$ cat src/rtl/branch_predictor.sv
// ---------------------------------------------------------------------------
// branch_predictor
//
// Direct-mapped branch target buffer with a 2-bit saturating counter per
// entry. Fetch asks for a prediction. The prediction is registered and
// appears one cycle later. The branch unit reports resolved branches to
// train the table.
//
// Interface semantics:
//   lookup_valid_i is a one-cycle request qualifier. No backpressure exists,
//   and every request produces exactly one registered response with
//   pred_valid_o high in the following cycle. The branch unit pushes
//   update_i as a fire-and-forget strobe. flush_i is also a strobe.
//
// Ports:
//   clk_i, rst_i        clock, asynchronous active-high reset
//   lookup_valid_i      request a prediction for lookup_pc_i this cycle
//   lookup_pc_i         fetch PC to predict
//   update_i            resolved-branch strobe
//   update_pc_i         PC of the resolved branch
//   update_taken_i      resolved direction
//   update_target_i     resolved target
//   flush_i             invalidate whole table at next edge
//   pred_valid_o        prediction outputs belong to last cycle's request
//   pred_taken_o        predicted taken
//   pred_target_o       predicted next PC
// ---------------------------------------------------------------------------
module branch_predictor #(
    parameter int ENTRIES = 16
) (
    input  logic        clk_i,
    input  logic        rst_i,
    input  logic        lookup_valid_i,
    input  logic [31:0] lookup_pc_i,
    input  logic        update_i,
    input  logic [31:0] update_pc_i,
    input  logic        update_taken_i,
    input  logic [31:0] update_target_i,
    input  logic        flush_i,
    output logic        pred_valid_o,
    output logic        pred_taken_o,
    output logic [31:0] pred_target_o
);

    localparam int IW = $clog2(ENTRIES);
    localparam int TW = 30 - IW;

    localparam logic [1:0] CTR_WNT = 2'b01;
    localparam logic [1:0] CTR_WT  = 2'b10;
    localparam logic [1:0] CTR_ST  = 2'b11;
    localparam logic [1:0] CTR_SNT = 2'b00;

    // Table storage.
    logic [ENTRIES-1:0]         valid_q, valid_d;
    logic [ENTRIES-1:0][TW-1:0] tag_q,   tag_d;
    logic [ENTRIES-1:0][31:0]   target_q, target_d;
    logic [ENTRIES-1:0][1:0]    ctr_q,   ctr_d;

    // Registered prediction.
    logic        pred_valid_q,  pred_valid_d;
    logic        pred_taken_q,  pred_taken_d;
    logic [31:0] pred_target_q, pred_target_d;

    // Address split.
    logic [IW-1:0] lk_idx;
    logic [TW-1:0] lk_tag;
    logic [IW-1:0] up_idx;
    logic [TW-1:0] up_tag;
    logic          lk_hit;
    logic          up_hit;

    // Byte-offset bits of the update PC play no role in indexing.
    logic unused_pc_bits;
    assign unused_pc_bits = ^update_pc_i[1:0];

    assign lk_idx = lookup_pc_i[IW+1:2];
    assign lk_tag = lookup_pc_i[31:IW+2];
    assign up_idx = update_pc_i[IW+1:2];
    assign up_tag = update_pc_i[31:IW+2];

    // The lookup reads the current table state. Therefore a same-cycle
    // update or flush only affects the following lookups.
    assign lk_hit = valid_q[lk_idx] && (tag_q[lk_idx] == lk_tag);
    assign up_hit = valid_q[up_idx] && (tag_q[up_idx] == up_tag);

    // Prediction path.
    always_comb begin
        pred_valid_d  = lookup_valid_i;
        pred_taken_d  = pred_taken_q;
        pred_target_d = pred_target_q;
        if (lookup_valid_i) begin
            if (lk_hit && ctr_q[lk_idx][1]) begin
                pred_taken_d  = 1'b1;
                pred_target_d = target_q[lk_idx];
            end else begin
                pred_taken_d  = 1'b0;
                pred_target_d = lookup_pc_i + 32'd4;
            end
        end
    end

    // Table update path; flush takes priority over training.
    always_comb begin
        valid_d  = valid_q;
        tag_d    = tag_q;
        target_d = target_q;
        ctr_d    = ctr_q;
        if (flush_i) begin
            valid_d = '0;
            ctr_d   = {ENTRIES{CTR_WNT}};
        end else if (update_i) begin
            if (up_hit) begin
                if (update_taken_i) begin
                    if (ctr_q[up_idx] != CTR_ST) begin
                        ctr_d[up_idx] = ctr_q[up_idx] + 2'd1;
                    end
                    target_d[up_idx] = update_target_i;
                end else begin
                    if (ctr_q[up_idx] != CTR_SNT) begin
                        ctr_d[up_idx] = ctr_q[up_idx] - 2'd1;
                    end
                end
            end else if (update_taken_i) begin
                // Allocation evicts whatever occupies the slot.
                valid_d[up_idx]  = 1'b1;
                tag_d[up_idx]    = up_tag;
                target_d[up_idx] = update_target_i;
                ctr_d[up_idx]    = CTR_WT;
            end
        end
    end

    always_ff @(posedge clk_i or posedge rst_i) begin
        if (rst_i) begin
            valid_q       <= '0;
            tag_q         <= '0;
            target_q      <= '0;
            ctr_q         <= {ENTRIES{CTR_WNT}};
            pred_valid_q  <= 1'b0;
            pred_taken_q  <= 1'b0;
            pred_target_q <= '0;
        end else begin
            valid_q       <= valid_d;
            tag_q         <= tag_d;
            target_q      <= target_d;
            ctr_q         <= ctr_d;
            pred_valid_q  <= pred_valid_d;
            pred_taken_q  <= pred_taken_d;
            pred_target_q <= pred_target_d;
        end
    end

    assign pred_valid_o  = pred_valid_q;
    assign pred_taken_o  = pred_taken_q;
    assign pred_target_o = pred_target_q;

endmodule
$ cat config.mk
export PLATFORM = sky130hd
export DESIGN_NAME = branch_predictor
export DESIGN_NICKNAME = d
export VERILOG_FILES = /design/src/rtl/branch_predictor.sv
export SDC_FILE = /design/constraint.sdc
export NUM_CORES = 2
export LEC_CHECK = 0
export ABC_CLOCK_PERIOD_IN_PS = 39100
export BUFFER_PORTS_ARGS = -buffer_cell sky130_fd_sc_hd__clkbuf_2
export CELL_PAD_IN_SITES_DETAIL_PLACEMENT = 0
export CELL_PAD_IN_SITES_GLOBAL_PLACEMENT = 1
export CORE_MARGIN = 2
export CORE_UTILIZATION = 30
export CTS_CLUSTER_DIAMETER = 80
export DETAILED_ROUTE_END_ITERATION = 10
export HOLD_SLACK_MARGIN = 0.03
export PLACE_DENSITY = 0.53
export REMOVE_ABC_BUFFERS = 1
export SLEW_MARGIN = 20
export SYNTH_ARGS = -nofsm -noshare
export SYNTH_HDL_FRONTEND = slang
export SYNTH_SLANG_ARGS = --single-unit
$ cat constraint.sdc
create_clock -name clk_i -period 39.1 [get_ports clk_i]
set_input_delay 1.955 -clock clk_i [delete_from_list [all_inputs] [get_ports clk_i]]
set_output_delay 1.955 -clock clk_i [all_outputs]
set_load 0.01 [all_outputs]
-- Yosys cells after proc, flatten, opt, wreduce, memory -nomap -nowiden
Index checks and enable logic that the tools add are counted.
- bits in registers: 1010
- input bits: 102
- output and inout bits: 34
- word-level logic and storage cells: 121
- add/subtract/negate cells: 3
- $lt $le $gt $ge: 3
- eq/ne operators: 5
- mux-type cells: 39
- bitwise gates (word level): 6
- reduce and logical (&&, ||, !) cells: 13
- operators with widths (cell ; count):
    $bwmux W512 ; 1
    $bwmux W416 ; 1
    $mux W32 ; 10
    $bmux W26 S4 ; 2
    $bmux W32 S4 ; 1
    $demux W32 S4 ; 1
    $demux W26 S4 ; 1
    $mux W26 ; 3
    $bwmux W32 ; 2
    $mux W16 ; 4
    $eq A26 B26 Y1 ; 2
    $add A32 B3 Y32 const B ; 1
    $or A16 B16 Y16 ; 2
    $and A16 B16 Y16 ; 1
    $bmux W2 S4 ; 2
    $not A16 Y16 ; 1
    $lt A4 B5 Y1 const B ; 2
    $bmux W1 S4 ; 2
    $demux W2 S4 ; 1
    $reduce_and A4 Y1 ; 2
    $mux W2 ; 3
    $reduce_and A3 Y1 ; 2
    $reduce_bool A2 Y1 ; 3
    $reduce_bool A3 Y1 ; 2
    9 further kinds ; 17

-- Longest topological paths before layout
- word-level depth: 10
- gate-level depth with buffers: 17
- gate-level depth less buffers: 11

-- Worst setup path before layout
No wires, ideal clock.
- path kind: input -> register
- start: input port lookup_pc_i[3]
- end: register pred_target_q[11] (netlist: pred_target_o[11])
- library setup time: 0.137 ns
- arrival time: 5.456 ns
- data required time: 38.963 ns
- path slack: 33.507 ns
- stages: 10
- path buffers: 6
- path through: clkbuf_1 -> clkbuf_1 -> clkbuf_1 -> clkbuf_1 -> buf_1 -> buf_1 -> mux4_2 -> mux4_2 -> mux2i_1 -> a21oi_1
- word-level cells in the longest chain between the ends: 6
- elaborated cells between the ends (all ways): 13
- classes of those cells: 1 x add/sub; 1 x eq/ne; 9 x mux; 2 x reduce/logical
- RTL lines (element ; RTL line ; RTL):
    start: declaration ; 34 ; input logic [31:0] lookup_pc_i,
    $bmux W26 S4 ; 83 ; assign lk_hit = valid_q[lk_idx] && (tag_q[lk_idx] == lk_tag);
    $mux W26 (not written as such) ; 83 ;
    $eq A26 B26 Y1 ; 83 ;
    $logic_and A1 B1 Y1 ; 83 ;
    $logic_and A1 B1 Y1 ; 92 ; if (lk_hit && ctr_q[lk_idx][1]) begin
    $mux W32 (*) ; 92 ;
    end signal: assignment ; 149 ; pred_target_q <= pred_target_d;
    end: declaration ; 62 ; logic [31:0] pred_target_q, pred_target_d;
Every way passes the cells marked *; elsewhere a longest branch is shown, timed or not. The select of a mux whose other input is x is not followed.
A chain may end at the register's enable or synchronous reset.

-- Final worst setup path
- start: input port update_pc_i[2]
- end: register tag_q[192] (netlist name)
- word-level cells in the longest chain between the ends: 6
- elaborated cells between the ends (all ways): 14
- classes of those cells: 2 x order compare; 1 x eq/ne; 7 x mux; 1 x bitwise; 3 x reduce/logical
- RTL lines (element ; RTL line ; RTL):
    start: declaration ; 36 ; input logic [31:0] update_pc_i,
    $bmux W26 S4 ; 84 ; assign up_hit = valid_q[up_idx] && (tag_q[up_idx] == up_tag);
    $mux W26 (not written as such) ; 84 ;
    $eq A26 B26 Y1 ; 84 ;
    $logic_and A1 B1 Y1 ; 84 ;
    $not A1 Y1 (no line) ; -- ;
    $reduce_and A4 Y1 (no line) ; -- ;
    end signal: assignment ; 144 ; tag_q <= tag_d;
    end: declaration ; 55 ; logic [ENTRIES-1:0][TW-1:0] tag_q, tag_d;
Several ways; a longest one is shown, not always the timed one. The select of a mux whose other input is x is not followed.

==> impl_metrics.yaml <==
drt:
  routedWlPerCell_um: 28.4
  dr.pass1.iters: 5
  drt-initial-drc-count: 1954
  drc: 0
  wl_mm: 159
  vias: 29800
  routed_via_density: 5.30
  postRouteAntennaNets: 0
power:
  switching_share: 0.259
  power.density_mw_per_mm2: 48.1
  pwr-share-seq: 0.455
  total_power_mw: 2.76
  combPwrFrac: 0.147
  ir_drop_mv: 0.0411
  clockPowerShare: 0.398
  internal_power_mw: 2.04
  netSwitchingPower_mw: 0.715
  leakage_nw: 25.7
global_routing:
  grt_usage: 0.185
  grt_pass1_vias: 31300
  antenna_found_initial: 16
  grt_pass1_wl_mm: 233
  grt_max_degree: 167
  grt.overflow.total: 0
run:
  max-cap-violations: 0
yosys:
  synth_area_per_cell_um2: 15.4
  syn-cell-area_mm2: 0.0507
  yosysMostFrequentCell: "dfrtp_1"
  seq_area_frac_synth: 0.499
  synth_common_cells: "dfrtp_1 (994), mux2_2 (873), mux4_2 (392)"
  yosys.area.top_type: "dfrtp_1"
  synth_edf_count: 0
  ys_seq_elements: 1010
  yosysUniqueCellTypes: 64
  netlist.area_leader.share: 0.491
  synth_area_leaders: "dfrtp_1 (49%), mux2_2 (19%), mux4_2 (17%)"
  postSynth.asyncResetShare: 1.00
  ys.flop_type: "dfrtp_1"
  synth_warnings: 0
  synthCells: 3297
clock_network:
  postCtsHoldBufs: 0
  root_buffer: "clkbuf_16"
  cts_setup_buffers: 0
  cts_sinks: 1010
  cts_tree: "built"
  cts_resized: 0
  htree_num_levels: 3
  clk_pin_slew_ns: 0.06
  insertion_delay_ns: 0.75
  clock_path_buffers: 3
  numCtsBuffers: 114
place:
  placedInstanceArea_mm2: 0.0535
  dp_slack_ns: 30.70
  gp_congestion: 0.754
  dp_hpwl_mm: 92.0
  port_buffers: 133
hold_path:
  hold_path.class: "flop to flop"
timing:
  hold_violations: 0
  finalClockSkew_ns: 0.0487
  tightest_slew_ns: 1.14
  worst_slack_ns: 31.45
  rsz0062_at_grt: "false"
  relSlewSlack: 0.235
  setup_viol_count_final: 0
  clock.fmax_mhz: 131
  setup_tns_ns: 0
  final_max_slew_viol_count: 0
  period_needed_ns: 7.65
  timing.final.crit_share: 0.196
worst_setup_path:
  cp_max_fo: 71
  critPathRequiredTime_ns: 39.69
  startpoint_type: "input pin"
  crit_arrival_ns: 8.25
  cp-end-kind: "flop"
  critPathKind: "input pin to flop"
floorplan:
  ios: 136
  rows: 150
  placeableCoreArea_mm2: 0.167
  die_h_um: 415
  initial_core_util: 0.303
  dieArea_mm2: 0.172
  die_x_um: 415
cells_and_area:
  multi_input_area_mm2: 0.0242
  nets: 3418
  fin_area_mm2: 0.0574
  area_delta_synth_final_pct: 13.2
  n_fill_cell: 16400
  seqCellArea_mm2: 0.0253
  final_core_util: 0.343
  layout-drive-gt1-share: 0.516
status:
  outcome: "complete, no violations"
-- per-stage QoR --
stage          std cells  hold slack, ns
6_report            5615           0.497
5_1_grt             5614           0.505
4_1_cts             5608           0.501
3_5_place_dp        5401           0.487
3_3_place_gp        5401           0.482
2_1_floorplan       2999           0.470
-- cell families after synthesis --
| group | share of synthesized area |
|---|---|
| simple gates | 0.0267 |
| fa+ha+maj | 0.000741 |
| xor+xnor | 0.0114 |
| compound gates | 0.0215 |
| flops | 0.499 |
| mux | 0.413 |
| buf+inv | 0.0281 |
-- state kept, by name (all words and copies together), names as in the netlist --
name	count
ctr_q	32
pred_valid_o	1
pred_target_o	32
tag_q	416
pred_taken_o	1
valid_q	16
target_q	512
-- layout by cell type (no fill, tap or decap), types with 6 or more instances in the layout --
master     synthesis  final
nor2_1            91     87
clkbuf_16          0    115
clkinv_2           0     15
a221oi_1           9      9
xnor2_1           44     44
o21ai_0           32     32
a21oi_1           33     33
a31oi_1           21     21
xor2_1            22     22
mux2_2           873    873
dfrtp_1          994    994
mux2_1            21     21
and3_1             6      6
inv_1             22     21
nand3_1           22     22
mux2i_1          111    111
o22ai_1            9      9
nor3_1            19     14
nand2_1           49     38
mux2_4            60     60
nand2_4            0     11
clkbuf_2           0    126
nor4_1             9      9
clkbuf_8           0     38
clkbuf_1         180     30
nor2b_1            8      8
nand2b_1          20     20
buf_4              7     67
mux4_2           392    392
dfstp_2           16     16
diode_2            0      7
nor2_4             0     11
a22oi_1           19     19
nand4_1           21     21
-- worst max-delay path, cell delays in order --
cell      delay, ns
clkbuf_8       0.61
buf_4          0.74
mux4_2         0.62
mux4_2         0.49
xor2_1         0.20
nor3_1         0.66
nand4_1        0.23
or4_4          0.52
or4_4          0.73
and2_2         0.49
buf_4          0.39
mux2_4         0.34
-- power by group through the flow --
stage | Clock, mW | Combinational, mW | Sequential, mW
2_1_floorplan | 0 | 0.284 | 1.25
3_3_place_gp | 0 | 0.407 | 1.27
3_5_place_dp | 0 | 0.412 | 1.27
4_1_cts | 1.13 | 0.413 | 1.25
5_1_grt | 1.17 | 0.439 | 1.27
6_report | 1.10 | 0.406 | 1.26
-- layer usage --
metal  GRT usage  vias up  wire length (µm)
met5           0        -                91
met4      0.0531       14              3930
met3      0.0286      227              5940
met2       0.308      579             78800
met1       0.250    16400             70600
li1            -    12600                 -
-- path summary, 6_finish.rpt --
check / start / end / slack [ns] / cells past startpoint
max in group asynchronous: rst_i / tag_q[244] / 33.31 / 7
setup reg to reg: tag_q[193] / tag_q[192] / 33.91 / 10
hold / removal: target_q[69] / target_q[69] / 0.50 / 1
min in group asynchronous: rst_i / target_q[409] / 1.33 / 2
setup / recovery: update_pc_i[2] / tag_q[192] / 31.45 / 12
hold reg to reg: target_q[69] / target_q[69] / 0.50 / 1
-- area by class of cell --
cell class              count  share of cell area
multi-input cells        1966               0.421
repair buffers            198              0.0212
clock buffers             182              0.0610
well taps                2204              0.0481
diodes                      7            0.000305
flip-flops and latches   1010               0.441
clock inverters            25             0.00567
inverters                  23             0.00172
No activity file was read; power rests on OpenSTA's default activity.
